## src/rtl/div3_scheduler.sv

```systemverilog
// Two-requester front end for a shared bit-serial mod-3 engine: round-robin grant,
// MSB-first shift, one-cycle result strobe carrying remainder, div3 flag and requester id.
module div3_scheduler #(
    parameter int WIDTH = 8
) (
    input  logic             clk,
    input  logic             rst,
    input  logic             req0_valid,
    input  logic [WIDTH-1:0] req0_data,
    output logic             req0_ready,
    input  logic             req1_valid,
    input  logic [WIDTH-1:0] req1_data,
    output logic             req1_ready,
    output logic             res_valid,
    output logic             res_div3,
    output logic [1:0]       res_rem,
    output logic             res_id,
    output logic             busy
);
    localparam int CW = $clog2(WIDTH + 1);

    localparam logic [1:0] IDLE  = 2'd0;
    localparam logic [1:0] SHIFT = 2'd1;
    localparam logic [1:0] DONE  = 2'd2;

    logic [1:0]       state;
    logic [WIDTH-1:0] shift_reg;
    logic [CW-1:0]    count;
    logic [1:0]       remainder;
    logic [1:0]       rem_next;
    logic             id;
    logic             last_id;
    logic             grant;
    logic             take;
    logic             bit_in;

    // A lone requester always wins; on a tie the one not served last goes next.
    always_comb begin
        grant = ~last_id;
        if (req0_valid && !req1_valid) begin
            grant = 1'b0;
        end else if (req1_valid && !req0_valid) begin
            grant = 1'b1;
        end
    end

    assign req0_ready = (state == IDLE) && req0_valid && !grant;
    assign req1_ready = (state == IDLE) && req1_valid && grant;
    assign take       = req0_ready || req1_ready;
    assign busy       = (state != IDLE);
    assign bit_in     = shift_reg[WIDTH-1];

    // Next remainder = (2*remainder + bit) mod 3.
    always_comb begin
        rem_next = 2'd0;
        case ({remainder, bit_in})
            3'b000:  rem_next = 2'd0;
            3'b001:  rem_next = 2'd1;
            3'b010:  rem_next = 2'd2;
            3'b011:  rem_next = 2'd0;
            3'b100:  rem_next = 2'd1;
            3'b101:  rem_next = 2'd2;
            default: rem_next = 2'd0;
        endcase
    end

    always_ff @(posedge clk) begin
        if (rst) begin
            state     <= IDLE;
            shift_reg <= '0;
            count     <= '0;
            remainder <= 2'd0;
            id        <= 1'b0;
            last_id   <= 1'b1;
            res_valid <= 1'b0;
            res_div3  <= 1'b0;
            res_rem   <= 2'd0;
            res_id    <= 1'b0;
        end else begin
            res_valid <= 1'b0;
            case (state)
                IDLE: begin
                    if (take) begin
                        shift_reg <= grant ? req1_data : req0_data;
                        id        <= grant;
                        last_id   <= grant;
                        remainder <= 2'd0;
                        count     <= CW'(WIDTH);
                        state     <= SHIFT;
                    end
                end
                SHIFT: begin
                    remainder <= rem_next;
                    shift_reg <= shift_reg << 1;
                    count     <= count - CW'(1);
                    // Result registers load on the final bit so they are valid during DONE.
                    if (count == CW'(1)) begin
                        state     <= DONE;
                        res_valid <= 1'b1;
                        res_rem   <= rem_next;
                        res_div3  <= (rem_next == 2'd0);
                        res_id    <= id;
                    end
                end
                DONE: begin
                    state <= IDLE;
                end
                default: begin
                    state <= IDLE;
                end
            endcase
        end
    end
endmodule

```

## config.mk

```make
export PLATFORM = sky130hd
export DESIGN_NAME = div3_scheduler
export DESIGN_NICKNAME = d
export VERILOG_FILES = /design/src/rtl/div3_scheduler.sv
export SDC_FILE = /design/constraint.sdc
export NUM_CORES = 1
export LEC_CHECK = 0
export ABC_AREA = 1
export CORE_ASPECT_RATIO = 0.8
export CORE_MARGIN = 2
export CORE_UTILIZATION = 50
export CTS_BUF_LIST = sky130_fd_sc_hd__clkbuf_8
export CTS_CLUSTER_SIZE = 14
export DETAILED_ROUTE_END_ITERATION = 6
export PLACE_DENSITY = 0.86
export SLEW_MARGIN = 5
export SYNTH_ARGS = -nofsm -noshare
export SYNTH_HDL_FRONTEND = slang
export SYNTH_SLANG_ARGS = --single-unit
```

## constraint.sdc

```tcl
create_clock -name clk -period 2.9 [get_ports clk]
set_clock_uncertainty 0.2 [all_clocks]
set_input_delay 0.725 -clock clk [delete_from_list [all_inputs] [get_ports clk]]
set_output_delay 0.725 -clock clk [all_outputs]
set_load 0.005 [all_outputs]
```

==> impl_metrics.csv <==
group,metric,value,unit
final_layout,largest_register_ff_count,8,
timing,final.setup.worst_slack,0.0930,ns
die,floorplan.initialDensity,51.6,%
run,timing.max_cap.violations,0,
setup_path,cp.required,1.98,ns
synth,synthSimpleGateAreaFrac,38.2,%
setup_path,worst_ep_arrival_time,1.88,ns
timing,tightest_slew,0.433,ns
timing,clock.fmax,356,MHz
timing,drv_slew,0,
synth,netlist_instances,180,
placement,numPortBuffers,27,
placement,place_hpwl,1950,um
clocking,tritoncts.num_buffers,3,
global_routing,grt_pass1_wl,4510,um
timing,setup_tns,0,ns
timing,final_number_of_setup_violating_endpoints,0,
timing,fin_hold_ws,0.261,ns
clocking,htreeDepth,1,
routing,drt-vias-per-instance,5.17,
final_layout,utilization,66.6,%
worst_hold_path,min_path_type,"reg2reg",
die,core_area,2400,um^2
power,power.static_leakage,0.000748,uW
global_routing,grt.overflow.total,0,
synth,synth_cell_types,24,
setup_path,crit_path_start_kind,"input pin",
power,swShare,30.3,%
die,top_level_ports,28,
power,maximum_vdd_drop,0.471,mV
synth,net_count_after_synthesis,202,
setup_path,critical-path-max-stage-delay,0.50,ns
synth,synth_compound_area_share,10.2,%
routing,drt_pre_antenna_iters,4,
synth,synth_area_per_cell,6.88,um^2
clocking,cts-root-buf,"sky130_fd_sc_hd__clkbuf_8",
global_routing,grt_max_degree,16,
final_layout,area_delta_synth_final,29.1,%
synth,synth_warnings,0,
global_routing,number_of_global_route_vias_before_repair,1120,
routing,route.final.wire_length,2650,um
power,combinationalPowerShare,28.6,%
power,p_seq_share,47.2,%
synth,yosys-mux-area-fraction,0,%
setup_path,critPathSlowestCell,"sky130_fd_sc_hd__clkdlybuf4s50_1",
routing,drt_first_iter_violations,29,
timing,setup_repair_after_global_routing_missed_its_margin,"no",
routing,routed-via-count,1240,
clocking,clk_pin_slew,0.07,ns
final_layout,num_antenna_cells,0,
power,p_switching,236,uW
routing,detail_route.drc_violations,0,
die,die_width,59.7,um
routing,wl_per_cell,11.1,um
synth,yosys-top-cells-area,"sky130_fd_sc_hd__dfxtp_1 37%, sky130_fd_sc_hd__nand2_1 17%, sky130_fd_sc_hd__nand3_1 8.9%, sky130_fd_sc_hd__inv_1 7.3%, sky130_fd_sc_hd__a21oi_1 5.3%",
timing,post-route-period-util,96.8,%
synth,syn_area,1240,um^2
synth,synth_top_family_by_area,"simple AND/OR/NAND/NOR gates",
placement,preCtsSetupSlack,-0.111,ns
final_layout,fraction_of_final_layout_cells_sized_beyond_drive_strength_1,14.1,%
clocking,numClockSinks,23,
synth,synth_xor_area_share,0,%
outcome,run_status,"finished, final reports clean",
synth,synthDominantAreaCellType,"sky130_fd_sc_hd__dfxtp_1",
setup_path,crit_chain,"clkdlybuf4s50_1, nand2_2, nor2_4, clkdlybuf4s50_1",
setup_path,crit_fanout,3,
final_layout,final_nets,236,
synth,synth_adder_area_share,2.02,%
power,intPower,543,uW
clocking,cts_tree,"done",
timing,max_slew_margin,71.1,%
global_routing,antenna_found_initial,0,
timing,finalWorstPathRequiredPeriod,2.81,ns
global_routing,all_layer_global_routing_usage,19.8,%
clocking,clk_latency,0.26,ns
setup_path,path_common_cell,"sky130_fd_sc_hd__clkdlybuf4s50_1",
placement,globalplace.congestion,0.846,
timing,timing_hold_violations_final,0,
routing,detail_route_antenna_nets,0,
synth,fraction_of_post_synthesis_cell_area_in_the_top_cell_type_by_area,37.2,%
die,die_height,48.5,um
die,std_cell_rows,16,
power,pwr-share-clk,24.2,%
synth,synth_sequential_area_ratio,37.2,%
power,power_density,487,nW/um^2
synth,synth.ff_latch_count,23,
clocking,clock_tree.buffer_depth,2,
power,post-layout-total-power,779,uW
die,overall_die_area,2890,um^2
setup_path,critPathCaptureType,"output port",
setup_path,crit_path_class,"in2out",
==> repair_timing <==
item,CTS,global route
buffers inserted,0,1
gates resized for setup,3,2
pin swaps,0,2
hold buffers,0,0
hold endpoints to repair,0,0
setup endpoints to repair,2,1
==> layout by cell type, fill, tap and decap left out, drive strengths merged, types with 2 or more instances in the layout <==
cell type,Yosys,routed
nand3,23,23
clkbuf,1,3
nand2,63,63
a21oi,17,17
nor2,12,12
or2,2,2
buf,5,8
ha,2,2
o21ai,4,4
inv,25,26
dfxtp,23,23
clkdlybuf4s50,0,25
==> per-stage QoR <==
stage          std cells  cell area, um^2
2_1_floorplan        180             1240
3_3_place_gp         235             1540
3_5_place_dp         235             1540
4_1_cts              239             1580
5_1_grt              240             1600
6_report             240             1600
==> Yosys cell counts <==
| cell type | instances |
|---|---|
| sky130_fd_sc_hd__or2_1 | 1 |
| sky130_fd_sc_hd__nor2_2 | 1 |
| sky130_fd_sc_hd__inv_2 | 1 |
| sky130_fd_sc_hd__o21ai_0 | 4 |
| sky130_fd_sc_hd__ha_1 | 2 |
| sky130_fd_sc_hd__nand3_2 | 1 |
| sky130_fd_sc_hd__nand2_2 | 5 |
| sky130_fd_sc_hd__buf_4 | 1 |
| sky130_fd_sc_hd__nand3b_1 | 1 |
| sky130_fd_sc_hd__inv_1 | 24 |
| sky130_fd_sc_hd__or2_2 | 1 |
| sky130_fd_sc_hd__a31oi_1 | 1 |
| sky130_fd_sc_hd__nor2_4 | 1 |
| sky130_fd_sc_hd__nand3_1 | 22 |
| sky130_fd_sc_hd__buf_6 | 3 |
| sky130_fd_sc_hd__clkbuf_1 | 1 |
| sky130_fd_sc_hd__nand2_1 | 55 |
| sky130_fd_sc_hd__nand2_4 | 3 |
| sky130_fd_sc_hd__a21oi_1 | 13 |
| sky130_fd_sc_hd__nor2_1 | 10 |
| sky130_fd_sc_hd__a21oi_2 | 4 |
| sky130_fd_sc_hd__nand4_1 | 1 |
| sky130_fd_sc_hd__buf_8 | 1 |
| sky130_fd_sc_hd__dfxtp_1 | 23 |
==> logic make-up (layout without fill, tap and decap cells) <==
family / after synthesis / after routing
adders and majority gates: 2 / 2
AOI/OAI and AO/OA: 22 / 22
buffers and inverters: 31 / 64
and+or+nand+nor: 102 / 102
DFF: 23 / 23
==> area by class of cell <==
cell class / instances / area, um^2
clock buffers: 3 / 41.3
clock inverters: 1 / 3.75
fillers: 218 / 803
inverters: 25 / 93.8
multi-input cells: 126 / 634
flip-flops and latches: 23 / 460
well taps: 27 / 33.8
repair buffers: 35 / 332
==> power groups by stage <==
stage / logic [uW] / clock network, uW / registers, uW
2_1_floorplan: 158 / 0 / 366
3_3_place_gp: 210 / 0 / 373
3_5_place_dp: 218 / 0 / 374
4_1_cts: 220 / 195 / 367
5_1_grt: 252 / 211 / 371
6_report: 223 / 189 / 367
==> path summary, 6_finish.rpt <==
| check | from | end | slack (ns) | depth (start not counted) |
|---|---|---|---|---|
| worst max register to register | last_id$_SDFFE_PP1P_ | shift_reg[7]$_SDFFE_PP0P_ | 1.17 | 8 |
| worst max-delay path | req1_valid | req1_ready | 0.09 | 4 |
| worst min-delay path | res_div3$_SDFFE_PP0P_ | res_div3$_SDFFE_PP0P_ | 0.26 | 2 |
| worst min register to register | res_div3$_SDFFE_PP0P_ | res_div3$_SDFFE_PP0P_ | 0.26 | 2 |
==> layer usage <==
layer  GRT usage [%]  wire [um]
met5               0          0
met4            5.56         21
met3            6.15        134
met2            32.8       1230
met1            24.5       1270
==> worst max-delay path: cells and delay by family <==
family,cells,cell delay (ns)
buffers and inverters,2,0.97
and+or+nand+nor,2,0.19
Power figures use the tool's default switching activity.
